<file path="src/rtl/fnd_pkg.sv">
// Shared constants for the FND scan controller: segment ROM and idle patterns.
// Segment patterns are active-low, bit order g..a.
package fnd_pkg;

  localparam logic [3:0] FND_OFF   = 4'b1111;
  localparam logic [6:0] SEG_BLANK = 7'h7F;

  // Digits 0-9, hex letters A b C d E; nibble F renders blank
  localparam logic [6:0] SEG_LUT [0:15] = '{
    7'h40, 7'h79, 7'h24, 7'h30,
    7'h19, 7'h12, 7'h02, 7'h78,
    7'h00, 7'h10, 7'h08, 7'h03,
    7'h46, 7'h21, 7'h06, SEG_BLANK
  };

endpackage

</file>
<file path="src/rtl/bcd_to_seg.sv">
// Combinational nibble to 7-segment decoder (active-low, g..a).
module bcd_to_seg
  import fnd_pkg::*;
(
  input  logic [3:0] nib,
  output logic [6:0] seg
);

  // ROM lookup of the segment pattern
  always_comb begin
    seg = SEG_LUT[nib];
  end

endmodule

</file>
<file path="src/rtl/fnd_scan_ctrl.sv">
// Time-multiplexed 4-digit common-anode FND driver with frame-coherent paging,
// steady/blinking decimal point and whole-display blanking.
module fnd_scan_ctrl
  import fnd_pkg::*;
#(
  parameter int SYS_CLK_HZ = 100_000_000,
  parameter int SCAN_HZ    = 1000,
  parameter int BLINK_HZ   = 2
) (
  input  logic        clk,
  input  logic        reset,
  input  logic [23:0] bcd,
  input  logic        page,
  input  logic        dp_en,
  input  logic        dp_blink,
  input  logic [1:0]  dp_pos,
  input  logic        blank,
  output logic [3:0]  fnd_com,
  output logic [7:0]  fnd_data
);

  localparam int SCAN_DIV  = SYS_CLK_HZ / SCAN_HZ;
  localparam int BLINK_DIV = SYS_CLK_HZ / (2 * BLINK_HZ);
  localparam int SCW       = $clog2(SCAN_DIV);
  localparam int BKW       = (BLINK_DIV > 1) ? $clog2(BLINK_DIV) : 1;
  localparam logic [SCW-1:0] SCAN_LAST  = SCW'(SCAN_DIV - 1);
  localparam logic [BKW-1:0] BLINK_LAST = BKW'(BLINK_DIV - 1);

  logic [SCW-1:0] scan_cnt_q, scan_cnt_d;
  logic [BKW-1:0] blk_cnt_q, blk_cnt_d;
  logic           dp_phase_q, dp_phase_d;
  logic [1:0]     dig_q, dig_d;
  logic [23:0]    snap_q, snap_d;
  logic           pg_q, pg_d;
  logic [3:0]     com_q, com_d;
  logic [7:0]     data_q, data_d;

  logic           tick_s;
  logic [1:0]     nxt_s;
  logic [23:0]    src_word_s;
  logic           src_pg_s;
  logic [15:0]    window_s;
  logic [3:0]     nib_s;
  logic [6:0]     seg_s;
  logic           dp_lit_s;

  // Select the nibble for the upcoming digit; digit 0 reads the live word
  // so a frame-start snapshot and its first digit always agree.
  always_comb begin
    tick_s = (scan_cnt_q == SCAN_LAST);
    nxt_s  = dig_q + 2'd1;
    if (nxt_s == 2'd0) begin
      src_word_s = bcd;
      src_pg_s   = page;
    end else begin
      src_word_s = snap_q;
      src_pg_s   = pg_q;
    end
    if (src_pg_s) begin
      window_s = src_word_s[23:8];
    end else begin
      window_s = src_word_s[15:0];
    end
    nib_s    = window_s[{nxt_s, 2'b00} +: 4];
    dp_lit_s = dp_en && (nxt_s == dp_pos) && (!dp_blink || dp_phase_q);
  end

  bcd_to_seg u_dec (
    .nib (nib_s),
    .seg (seg_s)
  );

  // Next-state: prescaler, free-running blink timer, digit step and outputs
  always_comb begin
    scan_cnt_d = scan_cnt_q;
    blk_cnt_d  = blk_cnt_q;
    dp_phase_d = dp_phase_q;
    dig_d      = dig_q;
    snap_d     = snap_q;
    pg_d       = pg_q;
    com_d      = com_q;
    data_d     = data_q;

    if (blk_cnt_q == BLINK_LAST) begin
      blk_cnt_d  = '0;
      dp_phase_d = ~dp_phase_q;
    end else begin
      blk_cnt_d  = blk_cnt_q + BKW'(1);
      dp_phase_d = dp_phase_q;
    end

    if (tick_s) begin
      scan_cnt_d = '0;
      dig_d      = nxt_s;
      if (nxt_s == 2'd0) begin
        snap_d = bcd;
        pg_d   = page;
      end else begin
        snap_d = snap_q;
        pg_d   = pg_q;
      end
      if (blank) begin
        com_d = FND_OFF;
      end else begin
        com_d = ~(4'b0001 << nxt_s);
      end
      data_d = {~dp_lit_s, seg_s};
    end else begin
      scan_cnt_d = scan_cnt_q + SCW'(1);
    end
  end

  // State and output registers with synchronous reset
  always_ff @(posedge clk) begin
    if (reset) begin
      scan_cnt_q <= '0;
      blk_cnt_q  <= '0;
      dp_phase_q <= 1'b0;
      dig_q      <= 2'd3;
      snap_q     <= 24'h000000;
      pg_q       <= 1'b0;
      com_q      <= FND_OFF;
      data_q     <= 8'hFF;
    end else begin
      scan_cnt_q <= scan_cnt_d;
      blk_cnt_q  <= blk_cnt_d;
      dp_phase_q <= dp_phase_d;
      dig_q      <= dig_d;
      snap_q     <= snap_d;
      pg_q       <= pg_d;
      com_q      <= com_d;
      data_q     <= data_d;
    end
  end

  assign fnd_com  = com_q;
  assign fnd_data = data_q;

endmodule
</file>
<file path="config.mk">
export PLATFORM = sky130hd
export DESIGN_NAME = fnd_scan_ctrl
export DESIGN_NICKNAME = d
export VERILOG_FILES = /design/src/rtl/fnd_pkg.sv /design/src/rtl/bcd_to_seg.sv /design/src/rtl/fnd_scan_ctrl.sv
export SDC_FILE = /design/constraint.sdc
export NUM_CORES = 1
export LEC_CHECK = 0
export BUFFER_PORTS_ARGS = -buffer_cell sky130_fd_sc_hd__buf_2
export CAP_MARGIN = 0
export CORE_ASPECT_RATIO = 0.6
export CORE_MARGIN = 4
export CORE_UTILIZATION = 46
export DETAILED_ROUTE_END_ITERATION = 7
export PLACE_DENSITY = 0.74
export SYNTH_ARGS = -nofsm -noshare
export SYNTH_HDL_FRONTEND = slang
export SYNTH_HIERARCHICAL = 1
export SYNTH_SLANG_ARGS = --single-unit
</file>
<file path="constraint.sdc">
create_clock -name clk -period 6.7 [get_ports clk]
set_input_delay 0.335 -clock clk [delete_from_list [all_inputs] [get_ports clk]]
set_output_delay 0.335 -clock clk [all_outputs]
set_load 0.1 [all_outputs]
</file>
# Yosys cells after proc, flatten, opt, wreduce, memory -nomap -nowiden
# Memories as Yosys holds them, arrays and structs flattened. A register that Yosys moved wholly into a read port is not among the register bits.
# Cells that the tools add are included.
# totals
reg_bits	82
mem_bits_ro	112
input_bits	32
output_inout_bits	12
wordCells	35
n_memories	1
# op_classes
n_addsub	3
order_cmp	1
eq_ne	3
shifts	2
mux	6
n_bitwise	4
reduce_logical	7
# memory_table
name	words	word_bits	rd	rd_ports_with_merged_regs	write_ports	line_no	source
(name not given)	16	7	1	1	0	bcd_to_seg.sv:11	seg = SEG_LUT[nib];
# op_table
cell	n
$add 25x1->25 const B	1
$eq 25x25->1 const B	1
$mux 24	1
$add 17x1->17 const B	1
$eq 17x17->1 const B	1
$mux 16	1
$shiftx 16x5->4	1
$mux 7	2
$ge 5x5->1 const B	1
$not 4->5	1
$mux 4	1
$not 4->4	1
$reduce_or 2->1	2
$shl 1x2->4 const A	1
$add 2x1->2 const B	1
$eq 2x2->1	1
$logic_and 1x1->1	2
$logic_not 2->1	1
$not 1->1	2
$logic_not 1->1	1
$logic_or 1x1->1	1
$mux 1	1

# Logic depth before layout (Yosys ltp)
# Gate-level depths: netlist of run 1.
# logic_depth
ltp_word	9
ltp_mapped	13
ltp_nobuf	11

# Hierarchy
# Netlist of run 1, hierarchy kept.
# modules_own_cells
mod	n_inst	cells_each	area_per_inst_um2	seq_area_each_um2
fnd_scan_ctrl	1	444	4026.4	1641.6
bcd_to_seg	1	27	265.3	0.0

# Worst setup path after synthesis of run 1
# No wires, ideal clock.
# synth_path
path_type	reg-to-reg
start	register dig_q[0]
end	register data_q[3], in the netlist fnd_data[3]
t_arrival_ns	3.298
required_ns	6.580
setup_slack_ns	3.282
stages_incl_launch_ff	13
n_path_buf	2
period_less_slack_ns	3.418
path_cell_list	dfxtp_1 > clkbuf_1 > inv_1 > ha_1 > clkbuf_1 > xnor2_1 > nor2_1 > a21oi_1 > inv_1 > ha_1 > inv_1 > mux4_2 > a211o_1
# synth_between
elab_chain_cells	6
# synth_rtl
item	line_no	source
start: declaration	fnd_scan_ctrl.sv:32	logic [1:0] dig_q, dig_d;
start signal: assignment	fnd_scan_ctrl.sv:128	dig_q <= dig_d;
$add 2x1->2 (*)	fnd_scan_ctrl.sv:51	nxt_s = dig_q + 2'd1;
via nxt_s[0]	fnd_scan_ctrl.sv:39	logic [1:0] nxt_s;
$logic_not 2->1	fnd_scan_ctrl.sv:52	if (nxt_s == 2'd0) begin
$mux 24 / $mux 1 (equally long branches)	fnd_scan_ctrl.sv:52	
$mux 16	fnd_scan_ctrl.sv:59	if (src_pg_s) begin
$shiftx 16x5->4 (*)	fnd_scan_ctrl.sv:64	nib_s = window_s[{nxt_s, 2'b00} +: 4];
via nib_s[0]	fnd_scan_ctrl.sv:43	logic [3:0] nib_s;
$not 4->5 (not written as such) (*)	bcd_to_seg.sv:11	
end: declaration	fnd_scan_ctrl.sv:36	logic [7:0] data_q, data_d;
# The timed path passes the listed nets; every way through them passes the cells marked *.
# A chain may end at the register's enable or synchronous reset.

# Final worst setup path of run 1
# layout_path
start	register dig_q[0]
end	register data_q[3], in the netlist fnd_data[3]
# layout_between
elab_chain_cells	6
# layout_rtl
item	line_no
$add 2x1->2 (*)	fnd_scan_ctrl.sv:51
$logic_not 2->1	fnd_scan_ctrl.sv:52
$mux 24 / $mux 1 (equally long branches)	fnd_scan_ctrl.sv:52
$mux 16	fnd_scan_ctrl.sv:59
$shiftx 16x5->4 (*)	fnd_scan_ctrl.sv:64
via nib_s[0]	fnd_scan_ctrl.sv:43
$not 4->5 (not written as such) (*)	bcd_to_seg.sv:11
# Marked as above.

==> results.md, run 1 <==
- Int Pwr: 826 uW
- Max Cap Violations: 0
- CORE AREA: 8780 sq um
- WL final: 9.90 mm
- Antenna cells: 0
- First DRT Iteration DRCs: 280
- Critical path peak fanout: 50
- CTS sink cnt: 82
- Synthesized Nets: 515
- CTS Buf Count: 9
- DR WL/cell: 16.3 um
- Met1 Use GR: 25.7%
- CTS tree: done
- # IOs: 44
- Mapped Cells: 471
- CP Launch Type: register
- Slew headroom: 23.6%
- Number of cells upsized or downsized after cts: 0
- Die W: 133 um
- Initial antenna violation count: 0
- Pin count of the biggest net entering global routing: 70
- Vias in the first global route: 3420
- Synth area leader: dfxtp_1
- Unrepaired setup endpoints after global routing: no
- Combinational Power Share: 6.6%
- Area after DPL: 4500 sq um
- Die area: 11000 sq um
- Sw frac: 22.4%
- Final instance area: 4810 sq um
- Ys flop type: dfxtp_1
- Root buf cell: clkbuf_16
- Hold WS: 0.274 ns
- Post-route ant nets: 0
- Clock share of power: 47.0%
- Mapped Area: 4290 sq um
- Kind of critical path: reg -> reg
- Worst VDD drop: 149 uV
- Vias: 3667
- Leakage: 1.72 nW
- Setup_tns: 0 ns
- Final period utilization: 66.2%
- Ys async rst share: 0%
- Endpoint class of the critical path: register
- Dpl hpwl: 6.81 mm
- Gr usage total: 18.5%
- M3 GR Usage: 5.37%
- Global-route wire length before repair: 16.9 mm
- Switch Pwr: 238 uW
- FMAX: 225 MHz
- Via density per instance: 6.02
- Layout cells sized above 1: 16.5%
- Filler cells: 786
- Slew @ Worst Pin: 1.14 ns
- Residual DRC: 0
- Worst R2R Start: dig_q[0]
- CTS Buffer Depth: 2
- FP Rows: 26
- Max Clock Skew: 0.00793 ns
- H-tree levels: 3
- Synth Register Bits: 82
- Seq/Total Area, Yosys: 38.3%
- Clk pin slew, worst setup/hold paths: 0.06 ns
- Post-synth EDFFs: 0
- Grt ovf: 0
- Area of the multi-input gates: 2450 sq um
- Die H: 82.8 um
- Gr busiest metal: met2
- TritonRoute pass-1 iters: 6
- Final #Nets: 536
- Synth Area per Inst: 9.11 sq um
- GRT met2 Usage: 27.8%
- Total power: 1.06 mW
- Layout area overhead: 12.1%
- Final-report hold violation count: 0
- Reg power frac: 46.4%
- Top area cells in the synthesized netlist: dfxtp_1, nand4b_1, o21ai_0, nand2b_1, mux4_2
- Critical Path RT: 6.92 ns
- Fin crit period: 4.43 ns
- HP Start: bcd[1]
- Register area: 1640 sq um
- Final setup violation count: 0
- Worst Path Arrival: 4.66 ns
- Hold/Removal Path Class: in -> reg
- Pwr Density: 221 nW/um^2
- CTS Hold Bufs: 0
- Status: complete, no violations
- Yosys top cell area share: 38.3%
- Synth cell types: 46
- Ys Warns: 6
- Worst skew pair latency: 0.34 ns
- Postcts setup bufs: 0
- Crit path launch: dig_q[0]
- Port bufs: 43
- Final design utilization: 54.8%
- Gpl congestion: 0.871
- Starting Density: 48.9%
- Final Max Tran Viols: 0
kinds of logic after synthesis:
logic type,after synthesis,share of synthesized area [%]
AOI/OAI and AO/OA,99,15.0
xor gates and xnor gates,25,5.10
adders and majority gates,12,3.50
buffers and inverters,46,4.64
DFF,82,38.3
muxes,19,6.85
and+or+nand+nor,188,26.7
layout by cell type, fill, tap and decap left out, drive strengths merged, types with 8 or more instances in the layout:
master   n
or4     10
o31ai    8
o21ai   34
mux2    10
nand2b  27
dfxtp   82
xor2    14
nor2    41
buf     44
or3      9
xnor2   11
nand4b  25
a211o    8
nand3   13
nand4   12
nand2   16
clkbuf  11
o221ai   8
a21oi   24
ha      12
inv     12
synthesized netlist by cell type, types with 12 or more instances:
cell	count
a21oi_1	24
clkbuf_1	25
dfxtp_1	82
ha_1	12
inv_1	12
nand2_1	16
nand2b_1	27
nand3_1	13
nand4b_1	25
nor2_1	41
o21ai_0	34
xor2_1	14
layer usage:
layer | vias up | part of all wire [%] | routed length (um)
li1 | 1766 | - | -
met1 | 1792 | 48 | 4740
met2 | 99 | 45 | 4460
met3 | 10 | 6.3 | 625
met4 | 0 | 0.86 | 85
met5 | - | 0 | 0
metrics by stage:
stage | std cells | worst slack [ns]
after floorplan | 471 | 3.28
after global placement | 593 | 2.56
after detailed placement | 593 | 2.32
after CTS | 609 | 2.25
after global routing | 609 | 1.91
final | 609 | 2.27
power groups by stage:
stage | clock network (mW) | logic [mW] | registers (mW)
final | 0.500 | 0.0704 | 0.494
after global routing | 0.531 | 0.0775 | 0.494
after CTS | 0.512 | 0.0699 | 0.494
after detailed placement | 0 | 0.0694 | 0.505
after global placement | 0 | 0.0669 | 0.504
after floorplan | 0 | 0.0494 | 0.504
registers in the layout, indices dropped and copies added, names as in the netlist:
signal      cells
fnd_com         4
scan_cnt_q     17
snap_q         24
fnd_data        8
pg_q            1
dig_q           2
blk_cnt_q      25
dp_phase_q      1
path summary, 6_finish.rpt:
kind | to | slack (ns) | cells after the start
worst max register to register | fnd_data[3] | 2.27 | 10
worst max-delay path | fnd_data[3] | 2.27 | 10
worst min-delay path | snap_q[1] | 0.27 | 3
worst min register to register | scan_cnt_q[0] | 0.44 | 1
area by class of cell:
| type | count | share of cell area [%] |
|---|---|---|
| Multi-Input combinational cell | 343 | 51.0 |
| Tap cell | 112 | 2.91 |
| Clock inverter | 5 | 1.33 |
| Clock buffer | 11 | 5.05 |
| Inverter | 12 | 0.936 |
| Timing Repair Buffer | 44 | 4.63 |
| Sequential cell | 82 | 34.1 |
worst max-delay path, stage by stage (launching register included):
cell and delay [ns]:
dfxtp_1 0.70, ha_2 0.94, mux2_2 0.45, nand2_1 0.23, o221ai_1 0.15, a21oi_1 0.52
inv_1 0.22, ha_1 0.33, inv_1 0.06, mux4_2 0.45, a211o_1 0.26
(Power assumes the default switching activity.)
==> inputs of run 2 (changes only) <==
- PLACE_DENSITY: 0.74 -> 0.76
- clock period: 6.7 -> 3.7 ns (I/O delays scaled with it)
==> results.md, run 2 (same netlist as run 1, synthesis figures left out) <==
- Via density per instance: 5.90 (-2.1%)
- Register area: 1640 sq um (unchanged)
- First DRT Iteration DRCs: 322 (+15%)
- CTS Buf Count: 9 (unchanged)
- Final setup violation count: 0 (unchanged)
- Port bufs: 43 (unchanged)
- Biggest regs: blk_cnt_q: 25 flops, snap_q: 24 flops, scan_cnt_q: 17 flops
- TritonRoute pass-1 iters: 7 (+1)
- Vias in the first global route: 3429 (+0.26%)
- Number of cells upsized or downsized after cts: 0 (unchanged)
- Residual DRC: 0 (unchanged)
- CTS sink cnt: 82 (unchanged)
- Commonest non-fill, non-tap cells in the layout: dfxtp_1, buf_2, nor2_1
- Pin count of the biggest net entering global routing: 70 (unchanged)
- Die W: 133 um (unchanged)
- FP Rows: 26 (unchanged)
- CTS tree: done
- Endpoint class of the critical path: register
- Clk pin slew, worst setup/hold paths: 0.06 ns (about the same)
- Gr usage total: 18.6% (+0.066 points)
- DR WL/cell: 16.4 um (+0.62%)
- Slew @ Worst Pin: 0.944 ns (-0.201 ns)
- Worst VDD drop: 216 uV (+44%)
- CTS Buffer Depth: 2 (unchanged)
- Leakage: 1.75 nW (+1.3%)
- Cell mode on critical path: inv_1
- Critical-path top delay cell: ha_1
- Initial antenna violation count: 0 (unchanged)
- Max Cap Violations: 0 (unchanged)
- Post-route ant nets: 0 (unchanged)
- Vias: 3632 (-0.95%)
- WL final: 10.1 mm (+1.8%)
- Layout area overhead: 12.8%
- CP Launch Type: register
- Root buf cell: clkbuf_16
- Final #Nets: 543 (+1.3%)
- Gpl congestion: 0.836 (-4.0%)
- Final Max Tran Viols: 0 (unchanged)
- Commonest non-fill, non-tap cell in the layout: dfxtp_1
- Setup_tns: 0 ns (unchanged)
- CP max stage delay: 0.50 ns (-0.44 ns)
- Filler cells: 810 (+3.1%)
- Crit path max-delay family: adder cells
- Grt ovf: 0 (unchanged)
- Area of the multi-input gates: 2450 sq um (unchanged)
- H-tree levels: 3 (unchanged)
- Kind of critical path: reg -> reg
- Starting Density: 48.9% (unchanged)
- Layout cells sized above 1: 17.7% (+1.2 points)
- Global-route wire length before repair: 16.8 mm (-0.73%)
- Slew headroom: 37.1% (+13 points)
- Status: complete, no violations
- Final-report hold violation count: 0 (unchanged)
- WP buf/inv: 3 (+1)
- Fin crit period: 3.35 ns (-1.08 ns)
- CP cell instances: inv_1, ha_1, nand2_1, o221ai_1, a21oi_1, inv_1, ha_1, inv_1, mux4_2, a211o_1
- Pwr Density: 382 nW/um^2 (+73%)
- Unrepaired setup endpoints after global routing: no
- Critical Path RT: 3.93 ns (-2.99 ns)
- Top reg by flops: blk_cnt_q
- Antenna cells: 0 (unchanged)
- Die H: 82.8 um (unchanged)
- Die area: 11000 sq um (unchanged)
- Dpl ws: 0.392 ns (-1.92 ns)
- Critical path peak fanout: 12 (-76%)
- Max Clock Skew: 0.00727 ns (-0.000651 ns)
- CORE AREA: 8780 sq um (unchanged)
- FMAX: 298 MHz (+32%)
- CTS Hold Bufs: 0 (unchanged)
- # IOs: 44 (unchanged)
- Final period utilization: 90.6% (+24 points)
- Dpl hpwl: 6.98 mm (+2.5%)
- Postcts setup bufs: 0 (unchanged)
- Number of flip-flops in the largest register: 25 (unchanged)
- Worst skew pair latency: 0.34 ns (about the same)
- Worst Path Arrival: 3.58 ns (-1.08 ns)
- Worst setup margin: 0.349 ns (-1.92 ns)
- Hold/Removal Path Class: in -> reg
-- run 2: cell count changes in the layout (fill, tap and decap cells not counted), sizes merged --
| cell | before | now |
|---|---|---|
| clkinvlp | 1 | 2 |
| bufinv | 1 | 0 |
| clkbuf | 11 | 10 |
| inv | 12 | 13 |
| buf | 44 | 51 |
-- run 2: layout make-up --
class / instances / share of cell area [%]
clock buffer: 10 / 4.73
timing repair buffer: 51 / 5.94
multi-input combinational: 343 / 50.7
clock inverter: 6 / 0.879
sequential: 82 / 33.9
tap: 112 / 2.89
inverter: 12 / 0.930
-- run 2: where the power goes --
| part | switching (mW) | internal [mW] |
|---|---|---|
| Clock | 0.370 | 0.455 |
| Combinational | 0.0669 | 0.0655 |
| Sequential | 0.00600 | 0.888 |
| Total | 0.442 | 1.41 |
-- run 2: per-layer routing --
layer | vias up | track usage (%) | part of all wire (%)
met3 | 11 | 6.94 | 6.5
li1 | 1786 | - | -
met2 | 89 | 27.5 | 43
met4 | 0 | 3.30 | 0.85
met5 | - | 0 | 0
met1 | 1746 | 26.1 | 50
-- run 2: worst paths after layout --
kind / startpoint / end / slack (ns) / cells after the start
setup / recovery: dig_q[0] / fnd_data[3] / 0.35 / 10
hold / removal: bcd[9] / snap_q[9] / 0.12 / 3
setup reg to reg: dig_q[0] / fnd_data[3] / 0.35 / 10
hold reg to reg: scan_cnt_q[0] / scan_cnt_q[0] / 0.45 / 1
-- run 2: per-stage QoR --
stage / instance area, sq um / util (%) / total power, mW / std cells / hold slack [ns]
after CTS: 4840 / 55.1 / 1.87 / 616 / 0.111
final: 4840 / 55.1 / 1.85 / 616 / 0.123
after global placement: 4570 / 52.0 / 1.04 / 600 / 0.423
after floorplan: 4290 / - / 1.00 / 471 / 0.351
after global routing: 4840 / 55.1 / 1.92 / 616 / 0.128
after detailed placement: 4570 / 52.0 / 1.04 / 600 / 0.439
-- run 2: worst reg2reg max path: cells and delay by family, from the launching register on --
kind | cells | cell delay, ns
adders and majority gates | 2 | 0.81
AOI/OAI and AO/OA | 3 | 0.81
muxes | 1 | 0.46
DFF | 1 | 0.43
buffers and inverters | 3 | 0.42
and+or+nand+nor | 1 | 0.30
==> inputs of run 3 (changes only) <==
- CORE_UTILIZATION: 46 -> 50
- GPL_TIMING_DRIVEN: default -> 0
- PLACE_DENSITY: 0.76 -> 0.81
==> results.md, run 3 (same netlist as run 1, synthesis figures left out) <==
- Residual DRC: 0 (unchanged)
- Vias: 3908 (+7.6%)
- Slew headroom: 52.8% (+16 points)
- Critical Path RT: 3.93 ns (about the same)
- CTS Buf Count: 9 (unchanged)
- Top reg by flops: blk_cnt_q
- Gpl congestion: 0.860 (+2.9%)
- M3 GR Usage: 6.95% (+0.0074 points)
- Cell mode on critical path: inv_1
- Dpl hpwl: 8.05 mm (+15%)
- Max Cap Violations: 0 (unchanged)
- CTS tree: done
- Root buf cell: clkbuf_16
- Final #Nets: 569 (+4.8%)
- Filler cells: 692 (-15%)
- CORE AREA: 8100 sq um (-7.8%)
- CTS sink cnt: 82 (unchanged)
- Starting Density: 53.0% (+4.1 points)
- Antenna cells: 0 (unchanged)
- Fin crit period: 3.52 ns (+0.166 ns)
- Critical path peak fanout: 10 (-2)
- Leakage: 1.80 nW (+2.8%)
- Final period utilization: 95.1% (+4.5 points)
- Pin count of the biggest net entering global routing: 15 (-79%)
- CTS Buffer Depth: 2 (unchanged)
- Via density per instance: 6.13 (+3.9%)
- TritonRoute pass-1 iters: 5 (-2)
- Commonest non-fill, non-tap cell in the layout: dfxtp_1
- Status: complete, no violations
- Global-route wire length before repair: 18.9 mm (+12%)
- FMAX: 284 MHz (-4.7%)
- Met1 Use GR: 30.2% (+4.1 points)
- First DRT Iteration DRCs: 307 (-4.7%)
- Max Clock Skew: 0.00666 ns (-0.000619 ns)
- Final Max Tran Viols: 0 (unchanged)
- Final setup violation count: 0 (unchanged)
- CP cell instances: clkbuf_4, inv_1, ha_1, clkbuf_2, xnor2_2, nor2_1, a21oi_4, inv_1, ha_1, inv_1, mux4_2, a211o_1
- Endpoint class of the critical path: register
- Commonest non-fill, non-tap cells in the layout: dfxtp_1, buf_2, nor2_1
- WL final: 11.1 mm (+11%)
- Register area: 1640 sq um (unchanged)
- CP max stage delay: 0.46 ns (-0.04 ns)
- Worst skew pair latency: 0.34 ns (about the same)
- Unrepaired setup endpoints after global routing: no
- CP Launch Type: register
- FP Rows: 25 (-3.8%)
- Biggest regs: blk_cnt_q: 25 flops, snap_q: 24 flops, scan_cnt_q: 17 flops
- Initial antenna violation count: 0 (unchanged)
- Die W: 128 um (-3.8%)
- Port bufs: 43 (unchanged)
- Kind of critical path: reg -> reg
- Clk pin slew, worst setup/hold paths: 0.06 ns (about the same)
- Layout cells sized above 1: 17.0% (-0.68 points)
- Post-route ant nets: 0 (unchanged)
- Slew @ Worst Pin: 0.709 ns (-0.235 ns)
- Critical-path top delay cell: mux4_2
- Worst VDD drop: 291 uV (+35%)
- H-tree levels: 3 (unchanged)
- Gr usage total: 23.1% (+4.6 points)
- DR WL/cell: 17.5 um (+6.7%)
- Final-report hold violation count: 0 (unchanged)
- Worst Path Arrival: 3.74 ns (+0.16 ns)
- Layout area overhead: 15.7%
- Hold/Removal Path Class: in -> reg
- Grt ovf: 0 (unchanged)
- Die area: 10200 sq um (-7.4%)
- Vias in the first global route: 3899 (+14%)
- # IOs: 44 (unchanged)
- Number of flip-flops in the largest register: 25 (unchanged)
- GRT met2 Usage: 36.4% (+8.9 points)
- Total power: 1.92 mW (+3.8%)
- Gr busiest metal: met2
- Area of the multi-input gates: 2470 sq um (+0.76%)
- Pwr Density: 387 nW/um^2 (+1.2%)
- Die H: 79.8 um (-3.7%)
- Final design utilization: 61.3% (+6.2 points)
run 3: cell types whose count changed in the layout (fill, tap and decap cells not counted), sizes merged:
cell      change
buf           +1
bufinv        +1
clkbuf       +25
clkinv        -1
clkinvlp      -1
inv           +1
run 3: where the power goes:
part | switching [mW] | total (mW) | internal, mW
Combinational | 0.0724 | 0.140 | 0.0680
Clock | 0.362 | 0.887 | 0.525
Sequential | 0.00613 | 0.894 | 0.888
run 3: path summary, 6_finish.rpt:
path                       from            end  slack, ns  cells after the start
hold / removal          bcd[23]     snap_q[23]       0.12                      3
setup reg to reg       dig_q[0]    fnd_data[3]       0.18                     12
setup / recovery       dig_q[0]    fnd_data[3]       0.18                     12
hold reg to reg   scan_cnt_q[0]  scan_cnt_q[0]       0.47                      1
run 3: area by class of cell:
type                            count  area share, %
Buffer                             34           3.20
Inverter                           12          0.907
Tap cell                          108           2.72
Multi-Input combinational cell    343           49.8
Clock inverter                      6           1.31
Sequential cell                    82           33.1
Clock buffer                       10           4.61
Timing Repair Buffer               43           4.34
run 3: per-layer routing:
| metal | routed length (um) | up-vias |
|---|---|---|
| li1 | - | 1841 |
| met1 | 5090 | 1891 |
| met2 | 5010 | 156 |
| met3 | 814 | 20 |
| met4 | 227 | 0 |
| met5 | 0 | - |
run 3: worst max-delay path: cells and delay by family, from the launching register on:
family	cells	cell delay, ns
muxes	1	0.46
buffers and inverters	5	0.90
AOI/OAI and AO/OA	2	0.49
adders and majority gates	2	0.72
xor gates and xnor gates	1	0.28
DFF	1	0.45
and+or+nand+nor	1	0.11
run 3: timing repair:
action | 4_1_cts | 5_1_grt
endpoints found under the hold margin | 0 | 0
setup endpoints to repair | 7 | 5
gates resized for setup | 4 | 4
cloned | 0 | 0
setup buffers | 0 | 0
hold buffers | 0 | 0
run 3: stage by stage:
step / cell area [sq um] / instances / TNS [ns] / hold slack [ns] / setup WS (ns)
floorplan: 4290 / 471 / 0 / 0.351 / 0.282
global placement: 4640 / 622 / -1.44 / 0.422 / -0.395
detailed placement: 4640 / 622 / -2.16 / 0.432 / -0.530
CTS: 4950 / 638 / 0 / 0.120 / 0.0219
global route: 4960 / 638 / 0 / 0.132 / 0.0227
finish: 4960 / 638 / 0 / 0.125 / 0.183
